$ cat src/rtl/uart_pkg.sv
// uart_pkg: shared FSM state type, default byte width and level-width helper for the tx feeder.
package uart_pkg;
    typedef enum logic [1:0] {IDLE, ISSUE, WAIT_ACK, WAIT_RDY} state_t;
    localparam int DEF_DATA_WIDTH = 8;
    function automatic int lvl_width(input int depth);
        return $clog2(depth) + 1;
    endfunction
endpackage

$ cat src/rtl/uart_sync_fifo.sv
// uart_sync_fifo: synchronous FIFO with wrap-bit pointers, registered flags and overflow strobe.
module uart_sync_fifo import uart_pkg::*; #(
    parameter int DATA_WIDTH   = DEF_DATA_WIDTH,
    parameter int DEPTH        = 16,
    parameter int AFULL_THRESH = 12
)(
    input  logic                          clk,
    input  logic                          rst,
    input  logic                          flush,
    input  logic                          push,
    input  logic                          pop,
    input  logic [DATA_WIDTH-1:0]         wr_data,
    output logic [DATA_WIDTH-1:0]         rd_data,
    output logic                          full,
    output logic                          almost_full,
    output logic                          empty,
    output logic                          ovf,
    output logic [lvl_width(DEPTH)-1:0]   level
);
    localparam int AW = $clog2(DEPTH);
    localparam int LW = AW + 1;
    logic [DATA_WIDTH-1:0] r_mem [DEPTH];
    logic [AW:0] r_wr_ptr, r_rd_ptr, r_level, w_wr_ptr, w_rd_ptr, w_level;
    logic r_full, r_empty, r_afull, w_push, w_pop;
    assign w_push = push && !r_full && !flush;
    assign w_pop  = pop && !r_empty && !flush;
    assign ovf    = push && r_full && !flush;
    always_comb begin
        w_wr_ptr = flush ? '0 : r_wr_ptr + LW'(w_push);
        w_rd_ptr = flush ? '0 : r_rd_ptr + LW'(w_pop);
        w_level  = w_wr_ptr - w_rd_ptr;
    end
    always_ff @(posedge clk or posedge rst) begin
        if (rst) begin
            r_wr_ptr <= '0;
            r_rd_ptr <= '0;
            r_level  <= '0;
            r_full   <= 1'b0;
            r_empty  <= 1'b1;
            r_afull  <= 1'b0;
        end else begin
            r_wr_ptr <= w_wr_ptr;
            r_rd_ptr <= w_rd_ptr;
            r_level  <= w_level;
            r_full   <= (w_wr_ptr[AW] != w_rd_ptr[AW]) && (w_wr_ptr[AW-1:0] == w_rd_ptr[AW-1:0]);
            r_empty  <= w_wr_ptr == w_rd_ptr;
            r_afull  <= w_level >= LW'(AFULL_THRESH);
        end
    end
    always_ff @(posedge clk) begin
        if (w_push) r_mem[r_wr_ptr[AW-1:0]] <= wr_data;
    end
    assign rd_data     = r_mem[r_rd_ptr[AW-1:0]];
    assign full        = r_full;
    assign empty       = r_empty;
    assign almost_full = r_afull;
    assign level       = r_level;
endmodule

$ cat src/rtl/uart_tx_feeder.sv
// uart_tx_feeder: buffers host bytes and issues them one at a time to a UART transmitter via rfd handshake.
module uart_tx_feeder import uart_pkg::*; #(
    parameter int DATA_WIDTH   = DEF_DATA_WIDTH,
    parameter int DEPTH        = 16,
    parameter int AFULL_THRESH = 12,
    parameter int ACK_TIMEOUT  = 4096
)(
    input  logic                          clk,
    input  logic                          rst,
    input  logic [DATA_WIDTH-1:0]         wr_data,
    input  logic                          wr_en,
    input  logic                          flush,
    input  logic                          clr_err,
    output logic                          full,
    output logic                          almost_full,
    output logic                          empty,
    output logic [lvl_width(DEPTH)-1:0]   level,
    output logic                          ovf_err,
    output logic [DATA_WIDTH-1:0]         din,
    output logic                          din_vld,
    input  logic                          rfd
);
    localparam int TW = $clog2(ACK_TIMEOUT + 1);
    state_t r_state, w_state;
    logic [TW-1:0] r_timer, w_timer;
    logic [DATA_WIDTH-1:0] r_din, w_din, w_rd_data;
    logic r_din_vld, w_din_vld, r_ovf_err, w_ovf_err, w_pop, w_ovf;
    uart_sync_fifo #(
        .DATA_WIDTH(DATA_WIDTH), .DEPTH(DEPTH), .AFULL_THRESH(AFULL_THRESH)
    ) u_fifo (
        .clk(clk), .rst(rst), .flush(flush), .push(wr_en), .pop(w_pop),
        .wr_data(wr_data), .rd_data(w_rd_data), .full(full),
        .almost_full(almost_full), .empty(empty), .ovf(w_ovf), .level(level)
    );
    always_comb begin
        w_state   = r_state;
        w_timer   = r_timer;
        w_din     = r_din;
        w_din_vld = 1'b0;
        w_pop     = 1'b0;
        w_ovf_err = w_ovf ? 1'b1 : clr_err ? 1'b0 : r_ovf_err;
        if (flush) begin
            w_state = IDLE;
            w_timer = '0;
        end else begin
            case (r_state)
                IDLE: if (!empty && rfd) begin
                    w_pop     = 1'b1;
                    w_din     = w_rd_data;
                    w_din_vld = 1'b1;
                    w_state   = ISSUE;
                end
                ISSUE: begin
                    w_timer = '0;
                    w_state = WAIT_ACK;
                end
                // rfd staying high means the transmitter never took the byte; re-pulse it after the timeout
                WAIT_ACK: if (!rfd) w_state = WAIT_RDY;
                    else if (r_timer == TW'(ACK_TIMEOUT - 1)) begin
                        w_din_vld = 1'b1;
                        w_state   = ISSUE;
                    end else w_timer = r_timer + TW'(1);
                WAIT_RDY: if (rfd) w_state = IDLE;
                default: w_state = IDLE;
            endcase
        end
    end
    always_ff @(posedge clk or posedge rst) begin
        if (rst) begin
            r_state   <= IDLE;
            r_timer   <= '0;
            r_din     <= '0;
            r_din_vld <= 1'b0;
            r_ovf_err <= 1'b0;
        end else begin
            r_state   <= w_state;
            r_timer   <= w_timer;
            r_din     <= w_din;
            r_din_vld <= w_din_vld;
            r_ovf_err <= w_ovf_err;
        end
    end
    assign din     = r_din;
    assign din_vld = r_din_vld;
    assign ovf_err = r_ovf_err;
endmodule

$ cat config.mk
export PLATFORM = sky130hd
export DESIGN_NAME = uart_tx_feeder
export DESIGN_NICKNAME = d
export VERILOG_FILES = /design/src/rtl/uart_pkg.sv /design/src/rtl/uart_sync_fifo.sv /design/src/rtl/uart_tx_feeder.sv
export SDC_FILE = /design/constraint.sdc
export NUM_CORES = 1
export LEC_CHECK = 0
export ABC_AREA = 0
export CORE_UTILIZATION = 60
export DETAILED_ROUTE_END_ITERATION = 6
export HOLD_SLACK_MARGIN = 0.05
export MAX_ROUTING_LAYER = met4
export PLACE_DENSITY = 0.83
export REMOVE_ABC_BUFFERS = 1
export SLEW_MARGIN = 20
export SYNTH_ARGS = -nofsm -noshare
export SYNTH_HDL_FRONTEND = slang
export SYNTH_HIERARCHICAL = 1
export SYNTH_SLANG_ARGS = --single-unit
$ cat constraint.sdc
create_clock -name clk -period 3.7 [get_ports clk]
set_input_delay 0.74 -clock clk [delete_from_list [all_inputs] [get_ports clk]]
set_output_delay 0.74 -clock clk [all_outputs]
set_load 0.02 [all_outputs]
[Word-level counts from Yosys, hierarchy flattened]
Memory sizes are Yosys's and may differ from the RTL's. A register that Yosys moved wholly into a read port is not among the register bits.
Cells that the tools add are included.
Storage, ports and cells
  bits in registers: 35
  RAM bits: 128
  input port bits: 14
  output and inout port bits: 18
  word-level logic and storage cells: 69
  memories kept: 1
Operators by class
  $add $sub $neg: 4
  order comparisons: 1
  eq/ne operators: 12
  multiplexer cells: 23
  bitwise logic cells: 1
  reductions and logical operators: 17
Memories
  u_fifo.r_mem: words 16, width 8, read ports 1, clocked after memory_dff 1, write ports 1, line uart_sync_fifo.sv:22  | logic [DATA_WIDTH-1:0] r_mem [DEPTH];
Operators with widths (count)
  13-bit two-way mux: 3
  13-bit one-hot mux with 2 select lines: 1
  13-bit by 1-bit adder with 13-bit output (second input constant): 1
  13-bit by 12-bit equality test with 1-bit output (second input constant): 1
  3-bit != test (second input constant): 4
  5-bit by 1-bit adder with 5-bit output: 2
  1-bit two-way mux: 10
  2-bit two-way mux: 5
  5-bit two-way mux: 2
  3-bit AND reduction: 3
  1-bit logical AND: 8
  2-bit one-hot mux with 4 select lines: 1
  5-bit equality test: 1
  5-bit by 4-bit greater-or-equal comparator with 1-bit output (second input constant): 1
  5-bit subtractor: 1
  2-bit equality test (second input constant): 2
  4-bit equality test: 1
  4-bit != test (second input constant): 1
  1-bit logical NOT: 3
  3-bit nonzero test: 1
  2-bit by 1-bit equality test with 1-bit output (second input constant): 1
  2-bit logical NOT: 1
  1-bit one-hot mux with 2 select lines: 1
  2-bit nonzero test: 1
  other kinds (2): 2

[Longest topological paths before layout]
  word-level depth: 11
  depth in mapped cells: 13
  gate-level depth less buffers: 12

[Modules after synthesis]
The synthesis kept the hierarchy.
Modules (own cells, without submodules)
  uart_sync_fifo: times used 1, cells each 341, area each 6025.8 um^2, sequential area each 4295.4 um^2
  uart_tx_feeder: times used 1, cells each 122, area each 1351.3 um^2, sequential area each 625.6 um^2

[Worst setup path after synthesis]
No wires, ideal clock.
  path type: input-to-reg
  from: in flush
  to: reg u_fifo.r_afull, in the netlist u_fifo/almost_full
  library setup time: 0.079 ns
  arrival: 3.020 ns
  required time: 3.621 ns
  path slack: 0.601 ns
  stages: 13
  buffers on the path: 1
  cell sequence: nor2_1 and3_1 buf_2 nor3b_1 ha_1 ha_1 xor2_1 nand2b_1 ha_1 nor2b_1 a2111oi_2 a211oi_1 mux2i_1
Between the ends
  longest elaborated chain between the ends: 7
  elaborated cells on any way between the ends: 11
  those cells by class: add/sub: 3; order compare: 1; mux: 3; reduce/logical: 4
RTL lines
  start, declared: line uart_tx_feeder.sv:12  | input logic flush,
  1-bit two-way mux: line uart_tx_feeder.sv:42  | if (flush) begin
  named net w_pop: line uart_tx_feeder.sv:27  | logic r_din_vld, w_din_vld, r_ovf_err, w_ovf_err, w_pop, w_ovf;
  1-bit logical AND (2 in series): line uart_sync_fifo.sv:26  | assign w_pop = pop && !r_empty && !flush;
  5-bit by 1-bit adder with 5-bit output: line uart_sync_fifo.sv:30  | w_rd_ptr = flush ? '0 : r_rd_ptr + LW'(w_pop);
  5-bit two-way mux: line uart_sync_fifo.sv:30
  5-bit subtractor: line uart_sync_fifo.sv:31  | w_level = w_wr_ptr - w_rd_ptr;
  5-bit by 4-bit greater-or-equal comparator with 1-bit output: line uart_sync_fifo.sv:47  | r_afull <= w_level >= LW'(AFULL_THRESH);
  end signal, assigned: line uart_sync_fifo.sv:47
  end, declared: line uart_sync_fifo.sv:24  | logic r_full, r_empty, r_afull, w_push, w_pop;
The timed path passes the listed nets, and every way through them passes these cells.
A chain may end at the register's enable or synchronous reset.

[Worst setup path in the final report]
  from: in flush
  to: reg u_fifo.r_afull, in the netlist u_fifo/almost_full
Between the ends
  longest elaborated chain between the ends: 7
  elaborated cells on any way between the ends: 11
  those cells by class: add/sub: 3; order compare: 1; mux: 3; reduce/logical: 4
RTL lines (line)
  1-bit two-way mux: uart_tx_feeder.sv:42
  1-bit logical AND (2 in series): uart_sync_fifo.sv:26
  5-bit by 1-bit adder with 5-bit output: uart_sync_fifo.sv:30
  5-bit two-way mux: uart_sync_fifo.sv:30
  5-bit subtractor (*): uart_sync_fifo.sv:31
  5-bit by 4-bit greater-or-equal comparator with 1-bit output (*): uart_sync_fifo.sv:47
Mark *: on every way between the ends. The rest lies on a longest branch, timed or not.

==> run_results.csv <==
group,metric,value,unit
status,status,"finished, final reports clean",
grt,gr-total-overflow,0,
power_and_ir_drop,p_leak,2.994,nW
worst_setup_path,path_cells,"clkdlybuf4s50_1, nor2_1, and3_1, nor3b_1, ha_1, ha_1, xor2_1, nand2b_1, ha_1, nor2b_1, a2111oi_2, nor4_1, mux2i_1",
cts,clkTransAtPathRegs,0.06,ns
route,wl,14.69,mm
synthesis,ys.flop_type,"edfxtp_1",
worst_setup_path,cp_slowest_stage_delay,0.43,ns
route,antenna_left,0,
timing,finalSetupViolCount,0,
floorplanning,rows,40,
route,viasPerCell,6.344,
synthesis,syn_area_per_cell,15.93,um2
timing,fmax,305.0,MHz
place,placed_area,7825,um2
place,hpwl,9.258,mm
route,drc_errors,0,
route,num_vias,4238,
cts,clkLatencyLatePin,0.42,ns
grt,first_global_vias,4159,
floorplanning,dieArea,12740,um2
final_layout,fin_area,8393,um2
route,first_pass_iters,5,
synthesis,synthArstFlopShare,25.15,%
synthesis,syn_inst,463,
worst_setup_path,r2r_start,"r_state[0]",
worst_setup_path,crit_arrival,3.57,ns
synthesis,synth_warnings,6,
timing,post-route-min-period,3.279,ns
cts,clock_sinks,171,
cts,cts_buffer_depth,2,
hold_path,hold_depth,1,
grt,antenna_found_initial,0,
final_layout,final_util,69.88,%
worst_setup_path,crit_path_frequent_cell,"ha_1",
final_layout,drive_gt1_share,17.66,%
cts,cts_buffers,17,
final_layout,area_growth,13.77,%
worst_setup_path,worst_path_max_delay_cell,"clkdlybuf4s50_1",
grt,grt_max_degree,49,
worst_setup_path,crit_type,"in -> reg",
timing,slew_headroom,36.95,%
final_layout,nNetsFinal,534,
worst_setup_path,reg2reg_depth,12,
timing,fin_crit_sh,88.62,%
final_layout,final_common_cell,"edfxtp_1",
hold_path,hp-class,"reg -> reg",
worst_setup_path,worstSetupEndpointType,"flop",
grt,grt.total_usage,25.54,%
cts,tritoncts,"done",
power_and_ir_drop,vdd_ir_drop_max,0.4017,mV
timing,max_slew.worst_pin.slew,0.9447,ns
synthesis,seq_area_frac_synth,66.71,%
place,port-buffer-count,31,
synthesis,syn_area,7377,um2
floorplanning,die_width,112.9,um
cts,postCtsResizedCells,0,
floorplanning,io_pins,32,
cts,cts_hold_buffers,0,
cts,htree_levels,4,
grt,grt_pass1_wl,23.16,mm
timing,finalHoldViolCount,0,
timing,finalSetupTns,0,ns
timing,rsz0062_at_grt,"false",
synthesis,synth_edf_count,128,
job,cap_violations,0,
worst_setup_path,r2r_end,"u_fifo/almost_full",
worst_setup_path,cp.required,3.99,ns
floorplanning,start_util,61.42,%
floorplanning,core_area,12010,um2
worst_setup_path,rrSetupSlack,0.61,ns
place,gp_congestion,0.8099,
worst_setup_path,cp_max_fo,6,
floorplanning,die_y,112.9,um
synthesis,synth_cell_types,69,
cts,ctsRootBufferMaster,"clkbuf_16",
final_layout,mostFrequentLayoutCells,"edfxtp_1 (128), dfrtp_1 (41), mux2i_1 (39), clkdlybuf4s50_1 (31), nor2_1 (25)",
worst_setup_path,crit_start,"flush",
synthesis,synth_seq_cells,171,
timing,slew_viol_final,0,
worst_setup_path,cp-endpoint,"u_fifo/almost_full",
final_layout,n_antenna_cell,0,
timing,skew,0.007306,ns
worst_setup_path,start_kind,"primary input",
route,first_iter_violations,374,
route,wl_per_cell,21.99,um
power_and_ir_drop,powerDensity,498.4,nW/um2
cts,cts_setup_buffers,0,
[kinds of logic after synthesis]
kind of cell    Yosys count  synth area share (%)
fa+ha+maj                10                 1.798
compound gates           68                 7.226
xor+xnor                  8                 1.204
simple gates             97                 7.259
mux                      66                 12.01
flops                   171                 66.71
buf+inv                  43                 3.799
[metrics by stage]
step,total power [W],cells,hold WS [ns],setup slack [ns]
floorplan,0.002331,438,0.4611,-0.01456
global placement,0.002482,638,0.4624,0.1773
detailed placement,0.002494,638,0.4890,0.04218
CTS,0.004205,668,0.5084,0.4621
global route,0.004307,668,0.5409,0.1763
finish,0.004183,668,0.5228,0.4209
[cell usage after synthesis, drive strengths merged (2+ instances only)]
| library cell | n | area [um2] |
|---|---|---|
| mux2i | 39 | 390.4 |
| and4 | 4 | 35.03 |
| mux2 | 11 | 135.1 |
| and2 | 2 | 15.02 |
| xor2 | 3 | 26.28 |
| o41ai | 2 | 36.29 |
| a31oi | 3 | 18.77 |
| and3b | 2 | 18.77 |
| a22oi | 8 | 60.06 |
| and3 | 2 | 12.51 |
| xnor2 | 5 | 62.56 |
| nand2 | 18 | 70.07 |
| clkbuf | 5 | 23.77 |
| a31o | 2 | 17.52 |
| nor3b | 2 | 20.02 |
| or3b | 2 | 17.52 |
| nor3 | 5 | 25.02 |
| ha | 9 | 112.6 |
| nand4 | 6 | 43.79 |
| nand3b | 3 | 22.52 |
| nor4 | 2 | 12.51 |
| nor2b | 6 | 37.54 |
| a221oi | 16 | 140.1 |
| buf | 20 | 188.9 |
| nand2b | 6 | 37.54 |
| inv | 17 | 63.81 |
| a21oi | 11 | 58.81 |
| nand3 | 9 | 50.05 |
| nor2 | 25 | 93.84 |
| dfrtp | 42 | 1051 |
| mux4 | 16 | 360.4 |
| o21ai | 14 | 70.07 |
| edfxtp | 128 | 3844 |
[registers in the layout (all words and copies together), names as in the netlist]
name	count
din	8
din_vld	1
ovf_err	1
r_state	2
r_timer	13
u_fifo/almost_full	1
u_fifo/empty	1
u_fifo/full	1
u_fifo/level	5
u_fifo/r_mem	128
u_fifo/r_rd_ptr	5
u_fifo/r_wr_ptr	5
[layer usage]
layer | routed length, um | GRT usage [%] | vias to the layer above
li1 | - | - | 1885
met1 | 6087 | 33.49 | 2137
met2 | 7484 | 40.66 | 192
met3 | 856 | 5.142 | 24
met4 | 264 | 8.421 | 0
met5 | 0 | - | -
[where the power goes]
| part | switching [W] | internal, W |
|---|---|---|
| logic | 0.000157 | 0.000142 |
| clock network | 0.000726 | 0.00100 |
| registers | 0.0000360 | 0.00212 |
[final cells by class]
| cell class | count | area (um2) |
|---|---|---|
| clock buffer | 19 | 432.9 |
| clock inverter | 11 | 135.1 |
| fill | 727 | 3618 |
| inverter | 18 | 67.56 |
| multi-input combinational | 249 | 2176 |
| sequential | 171 | 4922 |
| tap | 147 | 183.9 |
| timing repair buffer | 53 | 475.5 |
[worst min path at each step]
stage	start	slack (ns)	to
3_3_place_gp	ovf_err	0.46	ovf_err
2_1_floorplan	r_timer[11]	0.46	r_timer[11]
6_report	din[5]	0.52	din[5]
4_1_cts	r_timer[11]	0.51	r_timer[11]
3_5_place_dp	ovf_err	0.49	ovf_err
5_1_grt	ovf_err	0.54	ovf_err
[critical path: cells and delay by family]
kind	cells	cell delay (ns)
and+or+nand+nor	6	1.20
adders and majority gates	3	0.82
buffers and inverters	1	0.43
xor gates and xnor gates	1	0.17
muxes	1	0.11
AOI/OAI and AO/OA	1	0.10
No activity file was read; power rests on OpenSTA's default activity.
